==> config.mk <==
export PLATFORM = sky130hd
export DESIGN_NAME = dense_layer_sched
export DESIGN_NICKNAME = d
export VERILOG_FILES = /design/src/rtl/dense_layer_sched.sv
export SDC_FILE = /design/constraint.sdc
export NUM_CORES = 1
export LEC_CHECK = 0
export CORE_ASPECT_RATIO = 0.5
export CORE_MARGIN = 2
export CORE_UTILIZATION = 35
export CTS_BUF_LIST = sky130_fd_sc_hd__clkbuf_8
export DETAILED_ROUTE_END_ITERATION = 12
export GPL_TIMING_DRIVEN = 0
export PLACE_DENSITY_LB_ADDON = 0.08
export SYNTH_ARGS = -nofsm -noshare
export SYNTH_HDL_FRONTEND = slang
export SYNTH_SLANG_ARGS = --single-unit
==> constraint.sdc <==
create_clock -name clk -period 2.7 [get_ports clk]
set_input_delay 0.54 -clock clk [delete_from_list [all_inputs] [get_ports clk]]
set_output_delay 0.54 -clock clk [all_outputs]
set_load 0.01 [all_outputs]
==> src/rtl/dense_layer_sched.sv <==
// Dense-layer scheduler: time-multiplexes one perceptron datapath across NUM_NEURONS neurons.
// Optional neuron skipping is enabled by defining DENSE_SCHED_NEURON_MASK_EN.
module dense_layer_sched #(
  parameter int NUM_NEURONS = 4,
  parameter int IDX_W       = $clog2(NUM_NEURONS)
) (
  input  logic                   clk,
  input  logic                   rst_n,
  input  logic                   in_valid,
  output logic                   in_ready,
  input  logic [3:0]             in_x1,
  input  logic [3:0]             in_x2,
  input  logic                   cfg_we,
  output logic                   cfg_ready,
  input  logic [IDX_W-1:0]       cfg_addr,
  input  logic [3:0]             cfg_w1,
  input  logic [3:0]             cfg_w2,
  input  logic [5:0]             cfg_bias,
  output logic [3:0]             pe_x1,
  output logic [3:0]             pe_x2,
  output logic [3:0]             pe_w1,
  output logic [3:0]             pe_w2,
  output logic [5:0]             pe_bias,
  input  logic                   pe_out,
  output logic                   out_valid,
  input  logic                   out_ready,
  output logic [NUM_NEURONS-1:0] out_vec,
`ifdef DENSE_SCHED_NEURON_MASK_EN
  input  logic                   cfg_mask_we,
  input  logic [NUM_NEURONS-1:0] cfg_mask,
`endif
  output logic                   busy
);

  typedef enum logic [1:0] {IDLE, RUN, DONE} state_t;

  state_t                 state, state_nxt;
  logic [IDX_W-1:0]       idx;
  logic [3:0]             x1_q, x2_q;
  logic [3:0]             wf_w1   [NUM_NEURONS];
  logic [3:0]             wf_w2   [NUM_NEURONS];
  logic [5:0]             wf_bias [NUM_NEURONS];
  logic [NUM_NEURONS-1:0] mask;
  logic                   accept;
  logic                   addr_ok;
  logic                   first_found, next_found;
  logic [IDX_W-1:0]       first_idx, next_idx;

`ifdef DENSE_SCHED_NEURON_MASK_EN
  always_ff @(posedge clk) begin
    if (!rst_n) begin
      mask <= '1;
    end else if (cfg_mask_we && cfg_ready) begin
      mask <= cfg_mask;
    end
  end
`else
  assign mask = '1;
`endif

  // Lowest enabled neuron starts a vector; the next enabled neuron above idx follows.
  always_comb begin
    first_found = 1'b0;
    first_idx   = '0;
    next_found  = 1'b0;
    next_idx    = '0;
    for (int i = 0; i < NUM_NEURONS; i++) begin
      if (mask[i] && !first_found) begin
        first_found = 1'b1;
        first_idx   = IDX_W'(i);
      end
      if (mask[i] && !next_found && (i > int'(idx))) begin
        next_found = 1'b1;
        next_idx   = IDX_W'(i);
      end
    end
  end

  always_ff @(posedge clk) begin
    if (!rst_n) begin
      state <= IDLE;
    end else begin
      state <= state_nxt;
    end
  end

  always_comb begin
    state_nxt = state;
    in_ready  = 1'b0;
    busy      = 1'b0;
    out_valid = 1'b0;
    cfg_ready = 1'b1;
    case (state)
      IDLE: begin
        in_ready = 1'b1;
        if (in_valid) begin
          state_nxt = first_found ? RUN : DONE;
        end
      end
      RUN: begin
        busy      = 1'b1;
        cfg_ready = 1'b0;
        if (!next_found) begin
          state_nxt = DONE;
        end
      end
      DONE: begin
        out_valid = 1'b1;
        if (out_ready) begin
          state_nxt = IDLE;
        end
      end
      default: state_nxt = IDLE;
    endcase
  end

  assign accept  = (state == IDLE) && in_valid;
  assign addr_ok = (32'(cfg_addr) < NUM_NEURONS);

  // out_vec is cleared on accept so skipped neurons read back as 0.
  always_ff @(posedge clk) begin
    if (!rst_n) begin
      idx     <= '0;
      x1_q    <= '0;
      x2_q    <= '0;
      out_vec <= '0;
    end else if (accept) begin
      idx     <= first_idx;
      x1_q    <= in_x1;
      x2_q    <= in_x2;
      out_vec <= '0;
    end else if (state == RUN) begin
      out_vec[idx] <= pe_out;
      if (next_found) begin
        idx <= next_idx;
      end
    end
  end

  always_ff @(posedge clk) begin
    if (!rst_n) begin
      for (int i = 0; i < NUM_NEURONS; i++) begin
        wf_w1[i]   <= '0;
        wf_w2[i]   <= '0;
        wf_bias[i] <= '0;
      end
    end else if (cfg_we && cfg_ready && addr_ok) begin
      wf_w1[cfg_addr]   <= cfg_w1;
      wf_w2[cfg_addr]   <= cfg_w2;
      wf_bias[cfg_addr] <= cfg_bias;
    end
  end

  assign pe_x1   = x1_q;
  assign pe_x2   = x2_q;
  assign pe_w1   = wf_w1[idx];
  assign pe_w2   = wf_w2[idx];
  assign pe_bias = wf_bias[idx];

endmodule

# Word level (Yosys, flattened, before mapping)
# Memory sizes are Yosys's and may differ from the RTL's. A register that Yosys moved wholly into a read port is not among the register bits.
# Index checks and enable logic that the tools add are counted.
word_totals:
  regBits: 16
  mem_bits_rw: 56
  input_bits: 30
  output_inout_bits: 30
  word_cells: 69
  memories: 3
op_classes:
  order_cmp: 5
  n_eq_ne: 5
  muxes: 36
  n_bitwise: 1
  n_reduce_logical: 14
memory_table:
  columns: ["name", "depth", "word_bits", "read_ports", "rd_ports_with_merged_regs", "wr", "line", "source"]
  rows:
  - ["wf_bias", 4, 6, 1, 1, 4, "42", "logic [5:0] wf_bias [NUM_NEURONS];"]
  - ["wf_w1", 4, 4, 1, 1, 4, "40", "logic [3:0] wf_w1 [NUM_NEURONS];"]
  - ["wf_w2", 4, 4, 1, 1, 4, "41", "logic [3:0] wf_w2 [NUM_NEURONS];"]
ops:
  columns: ["op", "n"]
  rows:
  - ["$mux 2", 14]
  - ["$mux 1", 16]
  - ["$mux 4", 2]
  - ["$reduce_or 4->1", 2]
  - ["$mux 6", 1]
  - ["$ne 2x2->1 const B", 3]
  - ["$pmux 2 s3", 1]
  - ["$reduce_or 6->1", 1]
  - ["$logic_and 1x1->1", 5]
  - ["$bwmux 4", 1]
  - ["$gt 2x2->1 const A", 2]
  - ["$lt 2x3->1 const B", 1]
  - ["$reduce_and 3->1", 1]
  - ["$demux 1 s2", 1]
  - ["$eq 2x1->1 const B", 1]
  - ["$eq 2x2->1 const B", 1]
  - ["$ge 2x1->1 const B", 1]
  - ["$gt 1x2->1 const A", 1]
  - ["$logic_not 1->1", 2]
  - ["$logic_not 2->1", 1]
  - ["$reduce_and 2->1", 1]
  - ["$reduce_or 2->1", 1]
  - ["$not 1->1", 1]

# Depth between registers and ports, before layout
depth:
  ltp_word: 11
  depth_mapped: 7
  mapped_depth_nobuf: 5

# Worst setup path before layout
# No wires, ideal clock.
synth_timing:
  path_type: "register -> register"
  start: "register state[1]"
  end: "memory wf_bias[3][0], enable pin"
  setup_time_ns: 0.404
  arrival_ns: 1.835
  t_required_ns: 2.296
  path_slack_ns: 0.461
  path_stages_with_launch: 6
  n_path_buf: 2
  period_less_slack_ns: 2.239
  path_cell_list: "dfxtp_1 > nand2b_1 > buf_6 > inv_4 > buf_6 > o21ai_0"
synth_lines:
  columns: ["element", "line", "source"]
  rows:
  - ["start: declaration", "37", "state_t state, state_nxt;"]
  - ["start signal: assignment", "83", "state <= state_nxt;"]
  - ["end: declaration", "42", null]

==> results.toml <==
[detailed_routing]
drcViolationCount = 0
drt-pass1-iter-count = 4
drtIter0Drc = 125
via_count = 1910
postRouteAntennaNets = 0
routed_wl_um = 6780
wl_per_cell_um = 16.3
vias_per_cell = 4.60

[critical_path]
arrival_ps = 2050
crit_slowest_cell = "mux4_2"
worstPathMaxFanout = 10
path_class = "flip-flop to primary output"
slowest_delay_ps = 520
path_cells = "clkbuf_4 -> buf_12 -> mux4_2 -> clkdlybuf4s50_1"
cp.required_ps = 2160
critPathCaptureType = "primary output"
crit_family = "buffers and inverters"
startpoint_type = "flip-flop"
cp.buffers_inverters = 3

[placed_design]
dp_cells = 399
place_congestion = 0.685
numPortBuffers = 59
hpwl_um = 4380
pre_cts_ws_ps = -274

[timing]
hold_viol = 0
finalWorstSetupSlack_ps = 111
fmax_ghz = 0.386
drv_slew = 0
setup_violations = 0
rsz0062_at_grt = "true"
period_needed_ps = 2590
min_period_over_period_pct = 95.9
slew_headroom_pct = 38.0
hold_ws_ps = 478
tightest_slew_ps = 930
fin_skew_ps = 8.82

[global_route]
gr-total-overflow = 0
grt_pass1_wl_um = 10700
grt_max_degree = 15
antenna_found_initial = 0
grt.total_usage_pct = 14.6
grt_pass1_vias = 2028

[floorplan]
die_h_um = 72.5
die_w_um = 141
initial_core_util_pct = 36.8
core_sq_mm = 0.00892
rows = 24
design.portCount = 60
fp.dieArea_sq_mm = 0.0102

[logic_synthesis]
yosysTopAreaCellShare_pct = 51.2
synthFlopType = "edfxtp_1"
yosysWarnings = 0
syn_area_sq_mm = 0.00328
ys_seq_area_share_pct = 62.2
synthArstFlopShare_pct = 0
synth_area_leader_cell = "edfxtp_1"
synth.distinct_cells = 24
synth_edf_count = 56
synth_cells = 223
synth-seq-cells = 74
synth_common_cells = "and2_1, edfxtp_1, dfxtp_1, mux4_2, nor2b_1"
synth_nets = 260
syn_area_per_cell_sq_um = 14.7
synthTopCellsByArea = "edfxtp_1, dfxtp_1, and2_1"

[pwr]
leakagePower_nw = 1.58
p_per_area_mw_per_mm2 = 616
peakVddDrop_mv = 0.251
p_total_mw = 2.64

[clock_tree]
cts_max_level = 3
cts_buffer_depth = 2
cts_made_buffers = 9
cts_tree = "built"
post_cts_buffers = 0
cts_root_buffer = "clkbuf_8"
clk_latency_ps = 350
clkSinkCount = 74
cts.clk_slew.worst_paths_ps = 80

[run]
cap_violations = 0

[min_path]
min_path_type = "flip-flop to flip-flop"

[cells_and_area]
drive_above_1_share_pct = 15.1
syn_to_final_growth_pct = 30.8
antenna_cells = 0
fin_util_pct = 48.1
final_nets = 330
instances_no_fill = 415

[run_status]
status = "complete, no violations"
==> logic make-up after synthesis <==
group	synth area share (%)
buf+inv	3.16
simple gates	17.3
flops	62.2
fa+ha+maj	2.67
mux	12.0
compound gates	2.59
==> where the power goes <==
part	leakage (nW)	internal [mW]	total (mW)	switching (mW)
sequential	0.732	1.28	1.30	0.0180
combinational	0.728	0.154	0.282	0.128
clock	0.120	0.622	1.06	0.440
==> worst min-delay path, cell delays in order (launching register included) <==
cell and delay (ps):
dfxtp_1 310, o21ai_0 60, a21oi_1 60
==> cells in the final DEF, fill, tap and decap left out <==
cell,n
clkdlybuf4s50_1,58
and2_1,56
edfxtp_1,56
dfxtp_1,18
mux4_2,14
nor2b_1,10
clkbuf_8,9
mux2i_1,8
inv_1,7
o21ai_0,7
ha_1,7
a21oi_1,6
nand2b_1,5
nand3_1,5
buf_6,3
buf_2,3
bufinv_16,3
clkbuf_2,2
nor2_1,2
nand2_1,2
nor4b_4,2
nor3b_1,2
inv_6,2
inv_4,1
clkbuf_4,1
buf_12,1
clkbuf_1,1
o21ai_2,1
nor4_4,1
o21a_1,1
a22oi_1,1
clkinv_4,1
clkinvlp_4,1
dlymetal6s2s_1,1
==> sequential cells by signal, summed over array words and instances (netlist names), named ones only <==
name,cells
state,2
wf_w1,16
pe_x2,4
idx,2
wf_w2,16
out_vec,4
wf_bias,24
pe_x1,4
==> repair_timing <==
action	CTS	global route
gates resized for setup	4	3
setup endpoints to repair	10	12
hold buffers	0	0
==> final cells by class <==
cell class                      instances  area [sq um]
Multi-Input combinational cell        130          1140
Fill cell                             816          4630
Clock inverter                          7           124
Timing Repair Buffer                   59           593
Buffer                                 11          90.1
Sequential cell                        74          2040
Inverter                                8          32.5
Tap cell                              117           146
Clock buffer                            9           124
==> per-stage QoR <==
step | setup TNS [ps] | area (sq um)
floorplan | 0 | 3280
global placement | -21710 | 4020
detailed placement | -9320 | 4020
CTS | 0 | 4280
global route | -6.31 | 4290
finish | 0 | 4290
==> path summary, 6_finish.rpt <==
kind | cells past startpoint | from | end | slack, ps
max | 4 | flip-flop | pe_w2[3] | 110
min | 2 | out_vec[3] | out_vec[3] | 480
max reg2reg | 6 | state[1] | wf_w2[2][3] | 330
min reg2reg | 2 | out_vec[3] | out_vec[3] | 480
==> per-layer routing <==
| layer | part of all wire [%] | routed length, um | GRT usage, % |
|---|---|---|---|
| met4 | 1.1 | 76 | 4.67 |
| met3 | 4.2 | 282 | 5.54 |
| met1 | 45 | 3090 | 17.6 |
| met5 | 0 | 0 | 0 |
| met2 | 49 | 3340 | 24.5 |
No activity file was read; power rests on OpenSTA's default activity.
